## src/rtl/wb_arb2_timeout.sv

```systemverilog
// Two-master (ibus/dbus) to one-slave Wishbone classic arbiter.
// Round-robin grant held for the whole CYC, plus a bus watchdog.
//
// Ports:
//   clk, rst_n            clock, async active-low reset
//   i_cyc/stb/we/adr      ibus request     -> i_ack, i_dat_r
//   d_cyc/stb/we/sel/adr  dbus request,
//   d_dat_w               dbus write data  -> d_ack, d_dat_r
//   m_cyc/stb/we/sel/adr  slave-side request
//   m_dat_w               slave-side write data
//   m_ack, m_dat_r        slave response
//   to_flag               sticky: a watchdog timeout has occurred
//   to_adr                m_adr captured at the latest timeout
module wb_arb2_timeout #(
  parameter int          TIMEOUT  = 255,
  parameter int          TO_W     = 8,
  parameter logic [31:0] ERR_DATA = 32'hDEAD_BEEF
) (
  input  logic        clk,
  input  logic        rst_n,
  input  logic        i_cyc,
  input  logic        i_stb,
  input  logic        i_we,
  input  logic [29:0] i_adr,
  output logic        i_ack,
  output logic [31:0] i_dat_r,
  input  logic        d_cyc,
  input  logic        d_stb,
  input  logic        d_we,
  input  logic [3:0]  d_sel,
  input  logic [29:0] d_adr,
  input  logic [31:0] d_dat_w,
  output logic        d_ack,
  output logic [31:0] d_dat_r,
  output logic        m_cyc,
  output logic        m_stb,
  output logic        m_we,
  output logic [3:0]  m_sel,
  output logic [29:0] m_adr,
  output logic [31:0] m_dat_w,
  input  logic        m_ack,
  input  logic [31:0] m_dat_r,
  output logic        to_flag,
  output logic [29:0] to_adr
);

  typedef enum logic [1:0] {
    IDLE = 2'd0,
    GI   = 2'd1,
    GD   = 2'd2
  } state_t;

  localparam logic [TO_W-1:0] TO_LIM = TO_W'(TIMEOUT);

  state_t          state, state_nx;
  logic            last, last_nx;
  logic [TO_W-1:0] cnt, cnt_nx;
  logic            req;
  logic            hit;
  logic            gnt;
  logic            rd_sel;
  logic [31:0]     rd_dat;

  always_ff @(posedge clk or negedge rst_n) begin
    if (!rst_n) begin
      state   <= IDLE;
      last    <= 1'b0;
      cnt     <= '0;
      to_flag <= 1'b0;
      to_adr  <= '0;
    end else begin
      state <= state_nx;
      last  <= last_nx;
      cnt   <= cnt_nx;
      if (hit) begin
        to_flag <= 1'b1;
        to_adr  <= m_adr;
      end
    end
  end

  // Slave-side mux. Outputs derive from the registered state,
  // so an async reset clears them immediately.
  always_comb begin
    m_cyc   = 1'b0;
    m_we    = 1'b0;
    m_sel   = 4'h0;
    m_adr   = '0;
    m_dat_w = '0;
    req     = 1'b0;
    unique case (state)
      GI: begin
        m_cyc = i_cyc;
        req   = i_cyc & i_stb;
        m_we  = i_we;
        m_sel = 4'hF;
        m_adr = i_adr;
      end
      GD: begin
        m_cyc   = d_cyc;
        req     = d_cyc & d_stb;
        m_we    = d_we;
        m_sel   = d_sel;
        m_adr   = d_adr;
        m_dat_w = d_dat_w;
      end
      default: ;
    endcase
    // A real ack in the expiry cycle takes precedence.
    hit   = req & ~m_ack & (cnt == TO_LIM);
    m_stb = req & ~hit;
  end

  assign gnt    = (state != IDLE);
  assign rd_dat = hit ? ERR_DATA : m_dat_r;
  assign rd_sel = (state == GD);

  assign i_ack   = gnt & ~rd_sel & (m_ack | hit);
  assign i_dat_r = (state == GI) ? rd_dat : '0;
  assign d_ack   = rd_sel & (m_ack | hit);
  assign d_dat_r = rd_sel ? rd_dat : '0;

  assign cnt_nx = (gnt & m_stb & ~m_ack) ? cnt + 1'b1 : '0;

  // last: 0 = ibus, 1 = dbus
  always_comb begin
    state_nx = state;
    last_nx  = last;
    unique case (state)
      IDLE: begin
        unique case (1'b1)
          (i_cyc & d_cyc): begin
            state_nx = last ? GI : GD;
            last_nx  = ~last;
          end
          (i_cyc & ~d_cyc): begin
            state_nx = GI;
            last_nx  = 1'b0;
          end
          (~i_cyc & d_cyc): begin
            state_nx = GD;
            last_nx  = 1'b1;
          end
          default: ;
        endcase
      end
      GI: if (!i_cyc) state_nx = IDLE;
      GD: if (!d_cyc) state_nx = IDLE;
      default: state_nx = IDLE;
    endcase
  end

endmodule

```

## config.mk

```make
export PLATFORM = sky130hd
export DESIGN_NAME = wb_arb2_timeout
export DESIGN_NICKNAME = d
export VERILOG_FILES = /design/src/rtl/wb_arb2_timeout.sv
export SDC_FILE = /design/constraint.sdc
export NUM_CORES = 1
export LEC_CHECK = 0
export ABC_AREA = 1
export CORE_AREA = 8 8 112 114
export CTS_CLUSTER_DIAMETER = 80
export DETAILED_ROUTE_END_ITERATION = 16
export DIE_AREA = 0 0 120 122
export PLACE_DENSITY = 0.9
export SYNTH_ARGS = -nofsm -noshare
export SYNTH_HDL_FRONTEND = slang
export SYNTH_SLANG_ARGS = --single-unit
```

## constraint.sdc

```tcl
create_clock -name clk -period 4.9 [get_ports clk]
set_input_delay 0.49 -clock clk [delete_from_list [all_inputs] [get_ports clk]]
set_output_delay 0.49 -clock clk [all_outputs]
set_load 0.03 [all_outputs]
```

-- Word level (Yosys, flattened, before mapping)
Cells that the tools add are included.
- register bits after elaboration: 42
- bits of input ports: 137
- output and inout bits: 166
- bitwise operators: 20
- mux-type cells: 16
- reductions and logical operators: 5
- eq/ne operators: 6
- $add $sub $neg: 1
- operators by type and width (cell ; number):
    32-bit 2-to-1 mux ; 4
    30-bit one-hot mux with 2 select lines ; 1
    1-bit bitwise AND ; 13
    2-bit one-hot mux with 3 select lines ; 2
    8-bit by 1-bit adder with 8-bit output (second input constant) ; 1
    8-bit == test (second input constant) ; 1
    8-bit 2-to-1 mux ; 1
    4-bit one-hot mux with 2 select lines ; 1
    2-bit 2-to-1 mux ; 3
    1-bit NOT ; 6
    1-bit one-hot mux with 2 select lines ; 3
    2-bit inequality test (second input constant) ; 2
    4-bit inequality test (second input constant) ; 1
    1-bit one-hot mux with 3 select lines ; 1
    3-bit AND reduction ; 1
    3-bit nonzero test ; 1
    2-bit by 1-bit == test with 1-bit output (second input constant) ; 1
    2-bit == test (second input constant) ; 1
    2-bit zero test ; 1
    2-bit AND reduction ; 1
    2-bit nonzero test ; 1
    1-bit OR ; 1

-- Logic depth before layout (Yosys ltp)
- word-level depth: 9
- gate-level depth with buffers: 11
- mapped depth without buffers: 9

-- Worst setup path after synthesis
No wires, ideal clock.
- path kind: reg-to-output
- start: register state[0]
- end: output i_dat_r[14]
- cell stages (with the launch flop): 10
- path slack: 2530 ps
- data required time: 4410 ps
- arrival time: 1880 ps
- cells stage by stage: dfrtp_1 > inv_1 > ha_1 > buf_2 > nand3_1 > nand2_1 > nand3_1 > nor2_4 > buf_2 > nor3_1
- word-level cells in the longest chain between the ends: 6
- elaborated cells on any way between the ends: 7
- those cells by class: eq/ne (2); mux (3); bitwise (2)
- ends and longest elaborated chain (what ; RTL line ; text):
    start: declaration ; 55 ; state_t state, state_nx;
    start signal: assignment ; 72 ; state <= state_nx;
    2-bit == test or 2-bit by 1-bit == test with 1-bit output (tied branches) ; 91, 119 ;
    1-bit one-hot mux with 2 select lines ; 91 ; unique case (state)
    1-bit bitwise AND (2 in a row) ; 110 ; hit = req & ~m_ack & (cnt == TO_LIM);
    32-bit 2-to-1 mux ; 115 ; assign rd_dat = hit ? ERR_DATA : m_dat_r;
    32-bit 2-to-1 mux * ; 119 ; assign i_dat_r = (state == GI) ? rd_dat : '0;
    end: declaration ; 26 ; output logic [31:0] i_dat_r,
Every way passes the cells marked *; elsewhere a longest branch is shown, timed or not.

-- Worst setup path after layout
- start: register state[0]
- end: output d_dat_r[24]
- word-level cells in the longest chain between the ends: 6
- elaborated cells on any way between the ends: 7
- those cells by class: eq/ne (2); mux (3); bitwise (2)
- ends and longest elaborated chain (what ; RTL line ; text):
    2-bit == test or 2-bit by 1-bit == test with 1-bit output (tied branches) ; 91, 116 ;
    1-bit one-hot mux with 2 select lines ; 91 ;
    1-bit bitwise AND (2 in a row) ; 110 ;
    32-bit 2-to-1 mux ; 115 ;
    32-bit 2-to-1 mux * ; 121 ; assign d_dat_r = rd_sel ? rd_dat : '0;
    end: declaration ; 34 ; output logic [31:0] d_dat_r,
Marked as above.

==> impl_metrics.csv <==
group,metric,value,unit
status,status,"finished, final reports clean",
clocking,cts_tree,"built",
power,powerDensity,352,nW/um2
finish,fin_cells,949,
worst_setup_path,endpoint_kind,"primary output",
synth,ys_warn_count,0,
worst_setup_path,crit_type,"reg2out",
placement,numPortBuffers,302,
clocking,post_cts_resized,0,
finish,final_cell_mix,"clkdlybuf4s50_1 (301), nand2_1 (215), nor2_1 (89)",
clocking,ctsLongestPathBuffers,2,
sta,skew,0.0141,ns
worst_setup_path,path_buf_inv,4,
grt,grt_max_degree,72,
finish,final_util,58.6,%
clocking,hold_buffers,0,
floorplan,core,10700,um2
finish,layout_commonest_cell,"clkdlybuf4s50_1",
finish,drive_gt1_share,2.10,%
grt,first_global_vias,4211,
finish,antenna_cells,0,
finish,final_area,6260,um2
floorplan,start_util,28.7,%
detailed_routing,via_per_inst,4.47,
worst_setup_path,path_common_cell,"inv_1",
sta,setup_viol,0,
worst_setup_path,crit_fanout,71,
sta,worst_pin_slew,0.998,ns
sta,period_share,77.3,%
power,leakagePower,2.90,nW
synth,syn_area,3070,um2
detailed_routing,wirelength,15000,um
synth,yosys_register_bits,42,
sta,rsz0062_at_grt,"no",
clocking,cts_buffers,5,
worst_setup_path,rrSetupSlack,2.55,ns
floorplan,die_y,122,um
sta,finalHoldViolations,0,
worst_setup_path,cpMaxStageDelayCell,"clkdlybuf4s50_1",
worst_setup_path,cp_data_arrival_time,3.30,ns
detailed_routing,routed-via-count,4240,
floorplan,num_io_pins,303,
worst_setup_path,max_stage_delay,0.73,ns
detailed_routing,dr.first_iter.drc_count,219,
placement,gp_congestion,0.825,
clocking,clk-insertion-delay-late,0.29,ns
sta,slew_viol_final,0,
sta,tns,0,ns
finish,fillCellCount,976,
clocking,cts_setup_buffers,0,
placement,place_hpwl,12300,um
detailed_routing,antenna_left,0,
detailed_routing,wire_per_inst,15.8,um
synth,synth.distinct_cells,20,
job,cap_violations,0,
worst_setup_path,cp_top_family,"buffers and inverters",
placement,place_area,6180,um2
floorplan,die_area,14600,um2
sta,finalWorstSetupSlack,1.11,ns
finish,nNetsFinal,954,
worst_setup_path,start_kind,"register",
hold_path,hp-class,"in2async",
clocking,numClockSinks,42,
clocking,clk_pin_slew,0.08,ns
detailed_routing,drt_pass1_iterations,5,
clocking,cts.htree.levels,2,
sta,fmax,264,MHz
grt,grt_first_pass_wirelength,22300,um
worst_setup_path,worstPathRequired,4.41,ns
synth,synth.avg_cell_area,5.87,um2
sta,maxSlewHeadroom,33.5,%
synth,syn_nets,669,
sta,period_minus_slack,3.79,ns
clocking,cts-root-buf,"clkbuf_8",
finish,area_growth,104,%
floorplan,die_x,120,um
worst_setup_path,path_cells,"inv_1, ha_2, buf_4, inv_1, nor3_1, clkdlybuf4s50_1",
floorplan,rows,38,
placement,dpl.cell_count,941,
detailed_routing,drc,0,
synth,synthCells,523,
power,ir_drop,0.000200,V
grt,grt_remaining_overflow,0,
placement,dp_worst_setup_slack,1.29,ns
synth,ys_seq_area_share,34.3,%
grt,antenna_found_initial,0,
grt,track_usage,19.0,%
-- metal layers --
layer,vias to the layer above,track usage [%],part of all wire (%),wire (um)
li1,2126,-,-,-
met5,-,0,0,0
met3,13,6.06,10,1530
met2,206,35.7,51,7640
met1,1895,20.3,38,5630
met4,0,4.53,1.2,182
-- through the flow --
step           hold slack [ns]  total power [mW]
2_1_floorplan            0.194              1.28
3_3_place_gp             0.451              2.00
3_5_place_dp             0.454              2.01
4_1_cts                  0.375              2.23
5_1_grt                  0.398              2.33
6_report                 0.339              2.20
-- kinds of logic (layout without fill, tap and decap cells) --
family | Yosys count | in the layout | synth area share [%]
adders and majority gates | 9 | 9 | 3.67
xor gates and xnor gates | 3 | 3 | 0.857
and+or+nand+nor | 333 | 333 | 42.2
buffers and inverters | 94 | 380 | 12.1
AOI/OAI and AO/OA | 42 | 42 | 6.93
DFF | 42 | 42 | 34.3
-- flip-flops by register name (all words and copies together) (netlist names) --
register and cells:
to_flag 1, state 2, last 1, to_adr 30, cnt 8
-- report_power, final --
group	total [mW]	internal (mW)	switching [mW]
registers	0.364	0.357	0.00727
logic	1.62	0.609	1.01
clock network	0.220	0.101	0.119
total	2.20	1.07	1.14
-- Yosys cell counts --
cell | count | share of area [%]
buf_1 | 3 | 0.37
dfrtp_1 | 42 | 34
xnor2_1 | 1 | 0.29
clkinv_1 | 1 | 0.12
xor2_1 | 2 | 0.57
nand4_1 | 1 | 0.20
clkbuf_1 | 19 | 2.3
o21ai_0 | 6 | 0.98
or2_2 | 1 | 0.20
a21oi_1 | 35 | 5.7
nand3_1 | 9 | 1.5
inv_1 | 63 | 7.7
nor2_4 | 1 | 0.37
nor2_1 | 89 | 11
buf_2 | 5 | 0.82
buf_4 | 3 | 0.73
ha_1 | 9 | 3.7
nand2_1 | 215 | 26
nor3_1 | 17 | 2.8
o211ai_1 | 1 | 0.24
-- final timing paths --
check	from	end	depth (start not counted)
max	state[0]$_DFFE_PN0P_	d_dat_r[24]	6
min	rst_n	to_adr[22]$_DFFE_PN0P_	1
max reg2reg	state[1]$_DFFE_PN0P_	to_adr[11]$_DFFE_PN0P_	10
min reg2reg	cnt[0]$_DFF_PN0_	cnt[0]$_DFF_PN0_	1
max in group asynchronous	rst_n	to_adr[18]$_DFFE_PN0P_	1
min in group clk	cnt[0]$_DFF_PN0_	cnt[0]$_DFF_PN0_	1
-- final cells by class --
| class | count | area [um2] | share of cell area, % |
|---|---|---|---|
| clock buffer | 6 | 72.6 | 1.16 |
| clock inverter | 2 | 13.8 | 0.220 |
| inverter | 64 | 240 | 3.83 |
| multi-input combinational | 387 | 1650 | 26.3 |
| sequential | 42 | 1050 | 16.8 |
| tap | 140 | 175 | 2.80 |
| timing repair buffer | 308 | 3060 | 48.9 |
Note: power is estimated with default switching activity, not from simulation.
